===== src/rtl/axi4w_arb.sv =====
// Round-robin arbiter merging NUM_REQ AXI4 W-channel requesters onto one slave port; grant held for a whole burst.
// Optional macro AXI4W_ARB_BEAT_LIMIT_EN adds a sticky beat-limit error on err_o.
module axi4w_arb #(
  parameter int unsigned NUM_REQ   = 4,
  parameter int unsigned DATA_W    = 32,
  parameter int unsigned MAX_BEATS = 256
) (
  input  logic                         clk,
  input  logic                         rst_n,
  input  logic [NUM_REQ*DATA_W-1:0]    s_wdata,
  input  logic [NUM_REQ*DATA_W/8-1:0]  s_wstrb,
  input  logic [NUM_REQ-1:0]           s_wlast,
  input  logic [NUM_REQ-1:0]           s_wvalid,
  output logic [NUM_REQ-1:0]           s_wready,
  output logic [DATA_W-1:0]            m_wdata,
  output logic [DATA_W/8-1:0]          m_wstrb,
  output logic                         m_wlast,
  output logic                         m_wvalid,
  input  logic                         m_wready,
  output logic [NUM_REQ-1:0]           grant_o,
  output logic                         busy_o,
  output logic                         err_o
);

  localparam int unsigned STRB_W = DATA_W / 8;
  localparam int unsigned PTR_W  = (NUM_REQ > 1) ? $clog2(NUM_REQ) : 1;

  typedef enum logic {
    S_IDLE  = 1'b0,
    S_BURST = 1'b1
  } state_t;

  if (NUM_REQ < 2 || NUM_REQ > 16 || (DATA_W % 8) != 0 || MAX_BEATS < 2) begin : g_param_err
    $error("axi4w_arb: illegal parameter set");
  end

  state_t             r_state, w_state_nxt;
  logic [NUM_REQ-1:0] r_grant, w_grant_nxt;
  logic [PTR_W-1:0]   r_gidx, w_gidx_nxt;
  logic [PTR_W-1:0]   r_rr_ptr, w_rr_nxt;
  logic               w_found;
  logic [PTR_W-1:0]   w_sel;
  logic               w_hs;

  // First asserted wvalid scanning upward from rr_ptr, wrapping at NUM_REQ.
  always_comb begin : p_pick
    logic [PTR_W:0] v_idx;
    w_found = 1'b0;
    w_sel   = '0;
    v_idx   = '0;
    for (int unsigned k = 0; k < NUM_REQ; k++) begin
      v_idx = {1'b0, r_rr_ptr} + (PTR_W+1)'(k);
      if (v_idx >= (PTR_W+1)'(NUM_REQ)) begin
        v_idx = v_idx - (PTR_W+1)'(NUM_REQ);
      end
      if (!w_found && s_wvalid[PTR_W'(v_idx)]) begin
        w_found = 1'b1;
        w_sel   = PTR_W'(v_idx);
      end
    end
  end

  assign w_hs = m_wvalid & m_wready;

  // State register.
  always_ff @(posedge clk) begin
    if (!rst_n) begin
      r_state  <= S_IDLE;
      r_grant  <= '0;
      r_gidx   <= '0;
      r_rr_ptr <= '0;
    end else begin
      r_state  <= w_state_nxt;
      r_grant  <= w_grant_nxt;
      r_gidx   <= w_gidx_nxt;
      r_rr_ptr <= w_rr_nxt;
    end
  end

  // Next-state: grant in IDLE, release only on the wlast handshake.
  always_comb begin
    w_state_nxt = r_state;
    w_grant_nxt = r_grant;
    w_gidx_nxt  = r_gidx;
    w_rr_nxt    = r_rr_ptr;
    case (r_state)
      S_IDLE: begin
        if (w_found) begin
          w_state_nxt = S_BURST;
          w_grant_nxt = NUM_REQ'(1) << w_sel;
          w_gidx_nxt  = w_sel;
        end
      end
      S_BURST: begin
        if (w_hs && m_wlast) begin
          w_state_nxt = S_IDLE;
          w_grant_nxt = '0;
          w_rr_nxt    = (r_gidx == PTR_W'(NUM_REQ - 1)) ? '0 : r_gidx + PTR_W'(1);
        end
      end
      default: begin
        w_state_nxt = S_IDLE;
        w_grant_nxt = '0;
      end
    endcase
  end

  // Output mux: zero-latency path from the granted requester, all-zero when idle.
  always_comb begin
    m_wdata  = '0;
    m_wstrb  = '0;
    m_wlast  = 1'b0;
    m_wvalid = 1'b0;
    s_wready = '0;
    if (r_state == S_BURST) begin
      m_wdata          = s_wdata[int'(r_gidx)*DATA_W +: DATA_W];
      m_wstrb          = s_wstrb[int'(r_gidx)*STRB_W +: STRB_W];
      m_wlast          = s_wlast[r_gidx];
      m_wvalid         = s_wvalid[r_gidx];
      s_wready[r_gidx] = m_wready;
    end
  end

  assign grant_o = r_grant;
  assign busy_o  = (r_state == S_BURST);

`ifdef AXI4W_ARB_BEAT_LIMIT_EN
  localparam int unsigned CNT_W = $clog2(MAX_BEATS + 1);

  logic [CNT_W-1:0] r_beat_cnt;
  logic             r_err;

  // Beats of the current burst; a non-final beat at MAX_BEATS-1 means the burst overruns.
  always_ff @(posedge clk) begin
    if (!rst_n) begin
      r_beat_cnt <= '0;
      r_err      <= 1'b0;
    end else begin
      if (r_state == S_IDLE && w_found) begin
        r_beat_cnt <= '0;
      end else if (w_hs) begin
        r_beat_cnt <= r_beat_cnt + CNT_W'(1);
      end
      if (w_hs && !m_wlast && r_beat_cnt == CNT_W'(MAX_BEATS - 1)) begin
        r_err <= 1'b1;
      end
    end
  end

  assign err_o = r_err;
`else
  assign err_o = 1'b0;
`endif

endmodule


===== config.mk =====
export PLATFORM = sky130hd
export DESIGN_NAME = axi4w_arb
export DESIGN_NICKNAME = d
export VERILOG_FILES = /design/src/rtl/axi4w_arb.sv
export SDC_FILE = /design/constraint.sdc
export NUM_CORES = 1
export LEC_CHECK = 0
export CAP_MARGIN = 15
export CELL_PAD_IN_SITES_DETAIL_PLACEMENT = 2
export CELL_PAD_IN_SITES_GLOBAL_PLACEMENT = 2
export CORE_ASPECT_RATIO = 2
export CORE_MARGIN = 5
export CORE_UTILIZATION = 14
export DETAILED_ROUTE_END_ITERATION = 10
export HOLD_SLACK_MARGIN = 0.03
export PLACE_DENSITY = 0.94
export SLEW_MARGIN = 20
export SYNTH_ARGS = -nofsm -noshare
export SYNTH_HDL_FRONTEND = slang
export SYNTH_SLANG_ARGS = --single-unit

===== constraint.sdc =====
create_clock -name clk -period 3.4 [get_ports clk]
set_input_delay 0.34 -clock clk [delete_from_list [all_inputs] [get_ports clk]]
set_output_delay 0.34 -clock clk [all_outputs]
set_load 0.1 [all_outputs]

# ---- After elaboration in Yosys (flattened, before gate mapping)
# Index checks and enable logic that the tools add are counted.
dict set report word_totals {
  reg_bits 9
  word_cells 80
}
dict set report op_classes {
  reduce_logical 11
  n_lt_le_gt_ge 10
  n_eq_ne 3
  shifts 3
  n_bitwise 3
  addsub 8
  mux 38
}
# operator n
set ops {}
lappend ops {{128-bit by 8-bit variable part select with 32-bit output} 1}
lappend ops {{32-bit two-way mux} 1}
lappend ops {{2-bit two-way mux} 9}
lappend ops {{4-bit two-way mux} 4}
lappend ops {{16-bit by 5-bit variable part select with 4-bit output} 1}
lappend ops {{2-bit by 3-bit < comparator with 1-bit output, second input constant} 5}
lappend ops {{1-bit two-way mux} 15}
lappend ops {{1-bit binary-select mux with 2-bit select} 6}
lappend ops {{3-bit >= comparator, second input constant} 3}
lappend ops {{4-bit case mux with 2 select lines} 1}
lappend ops {{2-bit by 1-bit subtractor with 2-bit output, second input constant} 4}
lappend ops {{2-bit by 2-bit adder with 3-bit output, second input constant} 2}
lappend ops {{2-bit AND reduction} 3}
lappend ops {{1-bit logical AND} 5}
lappend ops {{4-bit bitwise AND} 1}
lappend ops {{1-bit by 2-bit left shift with 4-bit output, first input constant} 1}
lappend ops {{2-bit by 1-bit adder with 3-bit output, second input constant} 1}
lappend ops {{2-bit by 3-bit >= comparator with 1-bit output, second input constant} 1}
lappend ops {{1-bit logical NOT} 3}
lappend ops {{2-bit by 1-bit adder with 2-bit output, second input constant} 1}
lappend ops {{1-bit demux with 2-bit select} 1}
lappend ops {{2-bit == test, second input constant} 1}
lappend ops {{2-bit by 1-bit >= comparator with 1-bit output, second input constant} 1}
lappend ops {{2-bit by 1-bit != test with 1-bit output, second input constant} 1}
lappend ops {{4 further kinds} 4}

# ---- Depth between registers and ports, before layout
# Gate-level depths: netlist of run 1.
dict set report logic_depth {
  word_depth 17
  depth_mapped 7
}

# ---- Least setup slack after synthesis of run 1
# Ideal clock, no wire load.
dict set report synth_timing {
  path_kind {reg2out}
  from {register r_state (netlist: busy_o)}
  to {output port s_wready[2]}
  required_time_ns 3.060
  stages_incl_launch_ff 4
  slack_ns 0.798
  t_arrival_ns 2.262
  cell_sequence {dfxtp_1 -> clkbuf_1 -> clkbuf_1 -> and3_1}
}
dict set report synth_via {
  elab_chain_len 1
}
# element line
set synth_rtl {}
lappend synth_rtl {{start: declaration} 37} ;# state_t r_state, w_state_nxt;
lappend synth_rtl {{start signal: assignment} 73} ;# r_state <= w_state_nxt;
lappend synth_rtl {{4-bit two-way mux} 115} ;# if (r_state == S_BURST) begin
lappend synth_rtl {{end: declaration} 14} ;# output logic [NUM_REQ-1:0] s_wready,
# No other way between the ends.

# ---- Final worst setup path of run 1
dict set report layout_timing {
  from {register r_gidx[0]}
  to {output port m_wdata[4]}
}
dict set report layout_via {
  elab_chain_len 2
}
# element line
set layout_rtl {}
lappend layout_rtl {{start: declaration} 39} ;# logic [PTR_W-1:0] r_gidx, w_gidx_nxt;
lappend layout_rtl {{start signal: assignment} 75} ;# r_gidx <= w_gidx_nxt;
lappend layout_rtl {{128-bit by 8-bit variable part select with 32-bit output} 116} ;# m_wdata = s_wdata[int'(r_gidx)*DATA_W +: DATA_W];
lappend layout_rtl {{32-bit two-way mux} 115}
lappend layout_rtl {{end: declaration} 15} ;# output logic [DATA_W-1:0] m_wdata,
# No other way between the ends.

==> results of run 1 <==
==> cells by family after synthesis <==
group,Yosys count
compound gates,12
fa+ha+maj,4
buf+inv,20
flops,9
mux,39
other cells,1
simple gates,69
==> registers in the layout, indices dropped and copies added, names as in the netlist <==
name and count:
busy_o 1, grant_o 4, r_rr_ptr 2, r_gidx 2
==> through the flow <==
stage / hold WS [ns] / utilization [%] / cell area (um^2) / setup WS [ns]
finish: 0.495 / 31.6 / 3830 / 0.873
global route: 0.535 / 31.6 / 3830 / 0.740
CTS: 0.501 / 31.6 / 3830 / 0.816
detailed placement: 0.489 / 30.9 / 3750 / 1.07
global placement: 0.480 / 30.9 / 3750 / 1.13
floorplan: 0.466 / - / 1720 / 0.798
==> cell type report <==
class	instances	area [um^2]	area share, %
repair buffers	205	1950	50.8
clock buffers	4	78.8	2.06
well taps	147	184	4.80
multi-input cells	125	1430	37.2
flip-flops and latches	9	183	4.77
inverters	3	11.3	0.294
==> where the power goes <==
group          total (uW)  internal (uW)  leakage, uW  switching [uW]
combinational        1090            385      0.00129             705
clock                 210            157    0.0000382            53.3
sequential            147            115    0.0000744            31.8
==> layer usage <==
| metal | wire [um] | up-vias | global-route usage (%) |
|---|---|---|---|
| met5 | 0 | - | 0 |
| met3 | 718 | 8 | 1.88 |
| met2 | 6690 | 110 | 29.9 |
| met4 | 97 | 0 | 1.71 |
| li1 | - | 980 | - |
| met1 | 3210 | 1059 | 12.6 |
==> critical path: cells and delay by family (launching register included) <==
kind	cells	cell delay, ns
buffers and inverters	2	0.54
DFF	1	0.66
muxes	1	0.55
and+or+nand+nor	1	0.18
==> layout by cell type, fill, tap and decap left out <==
cell,netlist,final
sky130_fd_sc_hd__clkdlybuf4s50_1,0,158
sky130_fd_sc_hd__buf_4,1,46
sky130_fd_sc_hd__and2_1,39,39
sky130_fd_sc_hd__mux4_2,38,38
sky130_fd_sc_hd__nand2_1,8,8
sky130_fd_sc_hd__dfxtp_1,9,7
sky130_fd_sc_hd__nand3_1,5,5
sky130_fd_sc_hd__and3_1,4,4
sky130_fd_sc_hd__o32ai_1,4,4
sky130_fd_sc_hd__ha_1,4,4
sky130_fd_sc_hd__inv_1,3,3
sky130_fd_sc_hd__o21ai_2,3,3
sky130_fd_sc_hd__nor2_1,3,3
sky130_fd_sc_hd__nor2b_1,3,3
sky130_fd_sc_hd__clkbuf_16,0,3
sky130_fd_sc_hd__nand3_2,2,2
sky130_fd_sc_hd__dfxtp_2,0,2
sky130_fd_sc_hd__and4_4,1,1
sky130_fd_sc_hd__mux2i_1,1,1
sky130_fd_sc_hd__a21oi_1,1,1
sky130_fd_sc_hd__nor3_1,1,1
sky130_fd_sc_hd__a221o_1,1,1
sky130_fd_sc_hd__o21bai_1,1,1
sky130_fd_sc_hd__nor4_1,1,1
sky130_fd_sc_hd__or2_2,1,1
sky130_fd_sc_hd__or3_1,1,1
sky130_fd_sc_hd__o22ai_1,1,1
sky130_fd_sc_hd__a21boi_1,1,1
sky130_fd_sc_hd__conb_1,1,1
sky130_fd_sc_hd__clkbuf_1,6,1
sky130_fd_sc_hd__buf_12,0,1
==> path summary, 6_finish.rpt <==
| kind | startpoint | endpoint | slack, ns | depth (start not counted) |
|---|---|---|---|---|
| setup / recovery | r_gidx[0] | m_wdata[4] | 0.87 | 4 |
| hold / removal | r_rr_ptr[0] | r_rr_ptr[0] | 0.50 | 2 |
| setup reg to reg | r_gidx[0] | r_rr_ptr[1] | 1.59 | 4 |
| hold reg to reg | r_rr_ptr[0] | r_rr_ptr[0] | 0.50 | 2 |
==> impl_results.html, run 1 <==
<table>
<tr><th>Metric</th><th>Value</th></tr>
<tr><th colspan="2">Clock tree</th></tr>
<tr><td>Post-CTS Repair Setup Buffers</td><td>0</td></tr>
<tr><td>Total CTS buffers</td><td>3</td></tr>
<tr><td>TritonCTS clock tree</td><td>done</td></tr>
<tr><td>Clock latency at the later pin of the worst-skew pair</td><td>0.24 ns</td></tr>
<tr><td>Buffers from clock root to sink, at most</td><td>2</td></tr>
<tr><td>H-tree levels</td><td>1</td></tr>
<tr><td>Sink count of the clock tree</td><td>9</td></tr>
<tr><td>Number of hold buffers added after CTS</td><td>0</td></tr>
<tr><td>Number of gates resized after CTS</td><td>0</td></tr>
<tr><td>Clock Root Buffer</td><td>sky130_fd_sc_hd__clkbuf_16</td></tr>
<tr><td>Clock transition at path regs</td><td>around 0.04 ns</td></tr>
<tr><th colspan="2">Timing</th></tr>
<tr><td>Final number of hold-violating endpoints</td><td>0</td></tr>
<tr><td>Setup violations, final</td><td>0</td></tr>
<tr><td>Number of pins exceeding their max-slew limit in the final report</td><td>0</td></tr>
<tr><td>Period utilisation layout</td><td>74.3%</td></tr>
<tr><td>Final total negative setup slack</td><td>0 ns</td></tr>
<tr><td>RSZ-0062 raised after global routing</td><td>false</td></tr>
<tr><td>Crit path time final</td><td>2.53 ns</td></tr>
<tr><td>Max-Slew Margin vs Limit</td><td>between 30% and 40%</td></tr>
<tr><td>Transition time at the pin with the least slew margin</td><td>0.978 ns</td></tr>
<tr><td>Worst clock skew on the final layout</td><td>0.00307 ns</td></tr>
<tr><td>Peak Freq</td><td>396 MHz</td></tr>
<tr><th colspan="2">Drt</th></tr>
<tr><td>Number of iterations in the first detailed-routing pass</td><td>4</td></tr>
<tr><td>Wirelength, routed</td><td>approximately 11000 um</td></tr>
<tr><td>Per-cell routed wire length</td><td>21.7 um</td></tr>
<tr><td>Via-per-instance ratio</td><td>between 4 and 5</td></tr>
<tr><td>Antenna viol nets, final</td><td>0</td></tr>
<tr><td>Total number of vias</td><td>roughly 2200</td></tr>
<tr><td>Drt initial violations</td><td>54</td></tr>
<tr><td>DRC</td><td>0</td></tr>
<tr><th colspan="2">Finish</th></tr>
<tr><td>Area Overhead vs Synth</td><td>122%</td></tr>
<tr><td>Number of nets in the layout</td><td>506</td></tr>
<tr><td>Final-layout fill cell count</td><td>roughly 1300</td></tr>
<tr><td>Final Instance Count excl. Fillers</td><td>approximately 500</td></tr>
<tr><td>Ant diodes</td><td>0</td></tr>
<tr><td>Share of final-layout standard cells stronger than drive strength 1</td><td>approximately 28%</td></tr>
<tr><th colspan="2">Yosys</th></tr>
<tr><td>Main combinational cell family by area after synthesis</td><td>multiplexers</td></tr>
<tr><td>Total of warnings raised by yosys</td><td>0</td></tr>
<tr><td>Most instantiated flip-flop cell in the synthesis netlist</td><td>sky130_fd_sc_hd__dfxtp_1</td></tr>
<tr><td>Top cell types by occurrence after synthesis</td><td>sky130_fd_sc_hd__and2_1 (39), sky130_fd_sc_hd__mux4_2 (38), sky130_fd_sc_hd__dfxtp_1 (9)</td></tr>
<tr><td>Synthesized-area fraction occupied by and/or/nand/nor cells</td><td>around a quarter</td></tr>
<tr><td>Count of mapped cells out of synthesis</td><td>154</td></tr>
<tr><td>Total of flip-flops plus latches after synthesis</td><td>9</td></tr>
<tr><td>Cell with the most instances after synthesis</td><td>sky130_fd_sc_hd__and2_1</td></tr>
<tr><td>Mean post-synth cell area</td><td>about 11 um^2</td></tr>
<tr><td>Proportion of netlist area held by the largest area contributor</td><td>49.7%</td></tr>
<tr><td>Part of the Yosys area used for sequential elements</td><td>a little over a tenth</td></tr>
<tr><td>XOR/XNOR share of the synthesized area</td><td>0%</td></tr>
<tr><td>Area contributors post-synth</td><td>sky130_fd_sc_hd__mux4_2 (50%), sky130_fd_sc_hd__and2_1 (14%), sky130_fd_sc_hd__dfxtp_1 (10%)</td></tr>
<tr><td>Mapped Area</td><td>1720 um^2</td></tr>
<tr><td>Share of synthesized flip-flops with an asynchronous set or reset</td><td>0%</td></tr>
<tr><td>Number of flops mapped to enable cells by yosys</td><td>0</td></tr>
<tr><td>Adder-cell area share of the yosys netlist</td><td>~2.9%</td></tr>
<tr><td>Proportion of synthesized area in mux cells</td><td>50.3%</td></tr>
<tr><td>Synthesized Nets</td><td>313</td></tr>
<tr><td>Post-synthesis cell type count</td><td>30</td></tr>
<tr><td>Area fraction in compound gates after synthesis</td><td>5.67%</td></tr>
<tr><td>Cell accounting for the most synthesized area</td><td>sky130_fd_sc_hd__mux4_2</td></tr>
<tr><th colspan="2">Placed design</th></tr>
<tr><td>Count of placed standard cells including taps</td><td>489</td></tr>
<tr><td>Final weighted congestion in routability-driven placement</td><td>0.836</td></tr>
<tr><td>IO Port Bufs</td><td>201</td></tr>
<tr><td>Post-DP HPWL</td><td>between 9000 and 10000 um</td></tr>
<tr><th colspan="2">Worst setup path</th></tr>
<tr><td>Kind of critical path</td><td>flop to output pin</td></tr>
<tr><td>Slowest cell delay on critical path</td><td>0.66 ns</td></tr>
<tr><td>Required time at the endpoint of the critical path</td><td>3.06 ns</td></tr>
<tr><td>Startpoint kind of the worst setup timing path</td><td>flop</td></tr>
<tr><td>Critical path cell sequence</td><td>buf_12, mux4_2, and2_1, buf_4</td></tr>
<tr><td>Signal arrival time at the worst endpoint</td><td>2.19 ns</td></tr>
<tr><td>Cell with the largest stage delay on the worst path</td><td>sky130_fd_sc_hd__dfxtp_2</td></tr>
<tr><td>Critical path fanouts, max</td><td>27</td></tr>
<tr><td>Element type at the critical path end</td><td>output pin</td></tr>
<tr><th colspan="2">Pwr</th></tr>
<tr><td>Leakage power of the design</td><td>~0.0014 uW</td></tr>
<tr><td>Maximum vdd drop</td><td>between 0.0002 and 0.0003 V</td></tr>
<tr><td>Power per Cell Area</td><td>approximately 380 nW/um^2</td></tr>
<tr><td>Final Power</td><td>1450 uW</td></tr>
<tr><th colspan="2">Outcome</th></tr>
<tr><td>Outcome</td><td>finished, final reports clean</td></tr>
<tr><th colspan="2">Floorplanning</th></tr>
<tr><td>Number of placement rows</td><td>57</td></tr>
<tr><td>Die extent in x</td><td>88.4 um</td></tr>
<tr><td>Initial core utilization</td><td>14.2%</td></tr>
<tr><td>Vert. Die Dim</td><td>167 um</td></tr>
<tr><td>Num ports</td><td>203</td></tr>
<tr><td>Area of the die</td><td>14700 um^2</td></tr>
<tr><td>Core region area</td><td>12100 um^2</td></tr>
<tr><th colspan="2">Global routing</th></tr>
<tr><td>Gr ovfl total</td><td>0</td></tr>
<tr><td>Number of global-route vias before repair</td><td>between 2000 and 3000</td></tr>
<tr><td>Number of antenna violations at the first check in global routing</td><td>0</td></tr>
<tr><td>Wire length of the first global-routing pass</td><td>15200 um</td></tr>
<tr><td>Global router's overall resource usage</td><td>13.7%</td></tr>
<tr><td>Pin count of the biggest net entering global routing</td><td>28</td></tr>
<tr><th colspan="2">Hold path</th></tr>
<tr><td>Tightest Hold Check Type</td><td>flop to flop</td></tr>
<tr><th colspan="2">Job</th></tr>
<tr><td>Number of maximum-capacitance violations</td><td>0</td></tr>
</table>
Power figures use the tool's default switching activity.
==> inputs of run 2 (changes only) <==
CORE_UTILIZATION = 12   (was 14)
PLACE_DENSITY = 0.87   (was 0.94)
clock period = 2.2 ns   (was 3.4 ns; I/O delays follow)
==> impl_results.html, run 2 (synthesis results as in run 1) <==
<table>
<tr><th>Metric</th><th>Value</th></tr>
<tr><th colspan="2">Placed design</th></tr>
<tr><td>Post-DP HPWL</td><td>10300 um (was 9300 um)</td></tr>
<tr><td>IO Port Bufs</td><td>201 (unchanged)</td></tr>
<tr><td>Final weighted congestion in routability-driven placement</td><td>0.807 (was 0.836)</td></tr>
<tr><th colspan="2">Drt</th></tr>
<tr><td>Number of iterations in the first detailed-routing pass</td><td>3 (was 4)</td></tr>
<tr><td>Via-per-instance ratio</td><td>4.14 (was 4.38)</td></tr>
<tr><td>Antenna viol nets, final</td><td>0 (unchanged)</td></tr>
<tr><td>Wirelength, routed</td><td>11600 um (was 10700 um)</td></tr>
<tr><td>Total number of vias</td><td>2238 (was 2157)</td></tr>
<tr><td>Drt initial violations</td><td>41 (was 54)</td></tr>
<tr><td>DRC</td><td>0 (unchanged)</td></tr>
<tr><td>Per-cell routed wire length</td><td>21.4 um (was 21.7 um)</td></tr>
<tr><th colspan="2">Clock tree</th></tr>
<tr><td>Clock Root Buffer</td><td>sky130_fd_sc_hd__clkbuf_16 (unchanged)</td></tr>
<tr><td>Number of gates resized after CTS</td><td>0 (unchanged)</td></tr>
<tr><td>H-tree levels</td><td>1 (unchanged)</td></tr>
<tr><td>Buffers from clock root to sink, at most</td><td>2 (unchanged)</td></tr>
<tr><td>Clock transition at path regs</td><td>0.04 ns (about the same)</td></tr>
<tr><td>Clock latency at the later pin of the worst-skew pair</td><td>0.24 ns (about the same)</td></tr>
<tr><td>Total CTS buffers</td><td>3 (unchanged)</td></tr>
<tr><td>Sink count of the clock tree</td><td>9 (unchanged)</td></tr>
<tr><td>Post-CTS Repair Setup Buffers</td><td>0 (unchanged)</td></tr>
<tr><td>TritonCTS clock tree</td><td>done (unchanged)</td></tr>
<tr><td>Number of hold buffers added after CTS</td><td>0 (unchanged)</td></tr>
<tr><th colspan="2">Worst setup path</th></tr>
<tr><td>Startpoint kind of the worst setup timing path</td><td>flop (unchanged)</td></tr>
<tr><td>Cells on worst reg2reg path</td><td>4 (unchanged)</td></tr>
<tr><td>WP buf/inv</td><td>2 (unchanged)</td></tr>
<tr><td>Largest delay contributor family on the critical path</td><td>multiplexers (was flip-flops)</td></tr>
<tr><td>Kind of critical path</td><td>flop to output pin (unchanged)</td></tr>
<tr><td>Cell with the largest stage delay on the worst path</td><td>sky130_fd_sc_hd__mux4_2 (was sky130_fd_sc_hd__dfxtp_2)</td></tr>
<tr><td>Signal arrival time at the worst endpoint</td><td>1.84 ns (was 2.19 ns)</td></tr>
<tr><td>Critical path cell sequence</td><td>buf_4, mux4_2, and2_2, buf_12 (was buf_12, mux4_2, and2_1, buf_4)</td></tr>
<tr><td>Critical R2R Capture</td><td>grant_o[2] (was r_rr_ptr[1])</td></tr>
<tr><td>Critical path fanouts, max</td><td>15 (was 27)</td></tr>
<tr><td>Element type at the critical path end</td><td>output pin (unchanged)</td></tr>
<tr><td>Minimum setup slack among reg-to-reg paths</td><td>0.46 ns (was 1.59 ns)</td></tr>
<tr><td>Slowest cell delay on critical path</td><td>0.57 ns (was 0.66 ns)</td></tr>
<tr><td>Required time at the endpoint of the critical path</td><td>1.98 ns (was 3.06 ns)</td></tr>
<tr><td>Worst r2r src</td><td>r_gidx[0] (unchanged)</td></tr>
<tr><th colspan="2">Global routing</th></tr>
<tr><td>Pin count of the biggest net entering global routing</td><td>32 (was 28)</td></tr>
<tr><td>Number of global-route vias before repair</td><td>2696 (was 2592)</td></tr>
<tr><td>Gr ovfl total</td><td>0 (unchanged)</td></tr>
<tr><td>Number of antenna violations at the first check in global routing</td><td>3 (was 0)</td></tr>
<tr><td>Global router's overall resource usage</td><td>13.2% (was 13.7%)</td></tr>
<tr><td>Wire length of the first global-routing pass</td><td>16800 um (was 15200 um)</td></tr>
<tr><th colspan="2">Floorplanning</th></tr>
<tr><td>Vert. Die Dim</td><td>179 um (was 167 um)</td></tr>
<tr><td>Number of placement rows</td><td>62 (was 57)</td></tr>
<tr><td>Core region area</td><td>14200 um^2 (was 12100 um^2)</td></tr>
<tr><td>Initial core utilization</td><td>12.1% (was 14.2%)</td></tr>
<tr><td>Area of the die</td><td>17000 um^2 (was 14700 um^2)</td></tr>
<tr><td>Die extent in x</td><td>94.7 um (was 88.4 um)</td></tr>
<tr><td>Num ports</td><td>203 (unchanged)</td></tr>
<tr><th colspan="2">Finish</th></tr>
<tr><td>Max reg flops</td><td>4 (unchanged)</td></tr>
<tr><td>Area Overhead vs Synth</td><td>161% (was 122%)</td></tr>
<tr><td>Area taken by multi-input logic gates</td><td>1480 um^2 (was 1430 um^2)</td></tr>
<tr><td>Most frequent cells in the layout</td><td>sky130_fd_sc_hd__clkdlybuf4s50_1 (154), sky130_fd_sc_hd__buf_12 (44), sky130_fd_sc_hd__mux4_2 (38), sky130_fd_sc_hd__and2_2 (38), sky130_fd_sc_hd__buf_4 (10) (was sky130_fd_sc_hd__clkdlybuf4s50_1 (158), sky130_fd_sc_hd__buf_4 (46), sky130_fd_sc_hd__and2_1 (39))</td></tr>
<tr><td>Ant diodes</td><td>0 (unchanged)</td></tr>
<tr><td>Total area of sequential cells</td><td>183 um^2 (unchanged)</td></tr>
<tr><td>Number of nets in the layout</td><td>509 (was 506)</td></tr>
<tr><td>Most common cell after layout, fill and taps aside</td><td>sky130_fd_sc_hd__clkdlybuf4s50_1 (unchanged)</td></tr>
<tr><td>Final-layout fill cell count</td><td>1522 (was 1329)</td></tr>
<tr><td>Share of final-layout standard cells stronger than drive strength 1</td><td>41.8% (was 28.0%)</td></tr>
<tr><th colspan="2">Timing</th></tr>
<tr><td>Final total negative setup slack</td><td>0 ns (unchanged)</td></tr>
<tr><td>Period utilisation layout</td><td>93.6%</td></tr>
<tr><td>Number of pins exceeding their max-slew limit in the final report</td><td>0 (unchanged)</td></tr>
<tr><td>Setup violations, final</td><td>0 (unchanged)</td></tr>
<tr><td>Final number of hold-violating endpoints</td><td>0 (unchanged)</td></tr>
<tr><td>Peak Freq</td><td>485 MHz</td></tr>
<tr><td>Crit path time final</td><td>2.06 ns</td></tr>
<tr><td>Worst clock skew on the final layout</td><td>0.00305 ns (was 0.00307 ns)</td></tr>
<tr><td>RSZ-0062 raised after global routing</td><td>false (unchanged)</td></tr>
<tr><th colspan="2">Pwr</th></tr>
<tr><td>Final Power</td><td>2600 uW (was 1450 uW)</td></tr>
<tr><td>Part of the total power dissipated in combinational logic</td><td>80.1% (was 75.3%)</td></tr>
<tr><td>Maximum vdd drop</td><td>0.000338 V (was 0.000288 V)</td></tr>
<tr><td>Power per Cell Area</td><td>580 nW/um^2 (was 378 nW/um^2)</td></tr>
<tr><td>Clk pwr share</td><td>12.6% (was 14.5%)</td></tr>
<tr><td>Sequential cell fraction of total power</td><td>7.2% (was 10.2%)</td></tr>
<tr><td>Fraction of power spent switching nets</td><td>49.5% (was 54.6%)</td></tr>
<tr><td>Leakage power of the design</td><td>0.00160 uW (was 0.00141 uW)</td></tr>
<tr><td>Net switching power of the design</td><td>1290 uW (was 790 uW)</td></tr>
<tr><td>Internal power summed over all cells</td><td>1310 uW (was 657 uW)</td></tr>
<tr><th colspan="2">Job</th></tr>
<tr><td>Number of maximum-capacitance violations</td><td>0 (unchanged)</td></tr>
<tr><th colspan="2">Hold path</th></tr>
<tr><td>Hold-critical path endpoint</td><td>r_rr_ptr[0] (unchanged)</td></tr>
<tr><td>Hold depth</td><td>2 (unchanged)</td></tr>
<tr><td>Tightest Hold Check Type</td><td>flop to flop (unchanged)</td></tr>
<tr><td>Worst hold path startpoint</td><td>r_rr_ptr[0] (unchanged)</td></tr>
<tr><th colspan="2">Outcome</th></tr>
<tr><td>Outcome</td><td>finished, final reports clean (unchanged)</td></tr>
</table>
run 2: worst max-delay path by stage:
stage | cells after the start | end | from | slack [ns]
final | 4 | m_wvalid | r_gidx[0] | 0.14
after global routing | 4 | m_wvalid | r_gidx[0] | 0.06
after CTS | 4 | m_wvalid | r_gidx[0] | 0.11
after detailed placement | 4 | m_wvalid | r_gidx[0] | 0.35
after global placement | 4 | m_wdata[3] | s_wdata[99] | 0.37
after floorplan | 3 | s_wready[2] | busy_o | 0.001
run 2: metal layers:
metal	global-route usage, %	wire length [um]	part of all wire (%)	vias to the layer above
met5	0	34	0.29	-
met4	2.23	102	0.88	6
met3	8.98	2180	19	13
met2	23.4	5490	48	194
met1	12.8	3750	32	1038
li1	-	-	-	987
run 2: area by class of cell:
| cell class | instances | area share [%] |
|---|---|---|
| Timing Repair Buffer | 208 | 55.6 |
| Multi-Input combinational cell | 125 | 32.9 |
| Tap cell | 192 | 5.35 |
| Sequential cell | 9 | 4.07 |
| Clock buffer | 4 | 1.76 |
| Inverter | 3 | 0.251 |
run 2: tightest hold or removal path, cell delays in order (launching register included):
cell and delay (ns):
sky130_fd_sc_hd__dfxtp_1 0.33, sky130_fd_sc_hd__nand2_1 0.08, sky130_fd_sc_hd__o21ai_2 0.05
run 2: per-stage QoR:
step                cells  setup WS, ns  area [um^2]  hold slack [ns]  util [%]
detailed placement    537         0.354         4410            0.505      31.1
global placement      537         0.366         4410            0.478      31.1
floorplan             154       0.00125         1770            0.371         -
finish                541         0.140         4490            0.507      31.6
global route          541        0.0613         4490            0.542      31.6
CTS                   541         0.107         4490            0.514      31.6
run 2: power by group through the flow:
stage | combinational (uW) | sequential, uW | clock, uW
3_3_place_gp | 2080 | 189 | 0
4_1_cts | 2110 | 188 | 332
3_5_place_dp | 2110 | 191 | 0
5_1_grt | 2160 | 190 | 339
6_report | 2090 | 188 | 329
2_1_floorplan | 1160 | 253 | 0
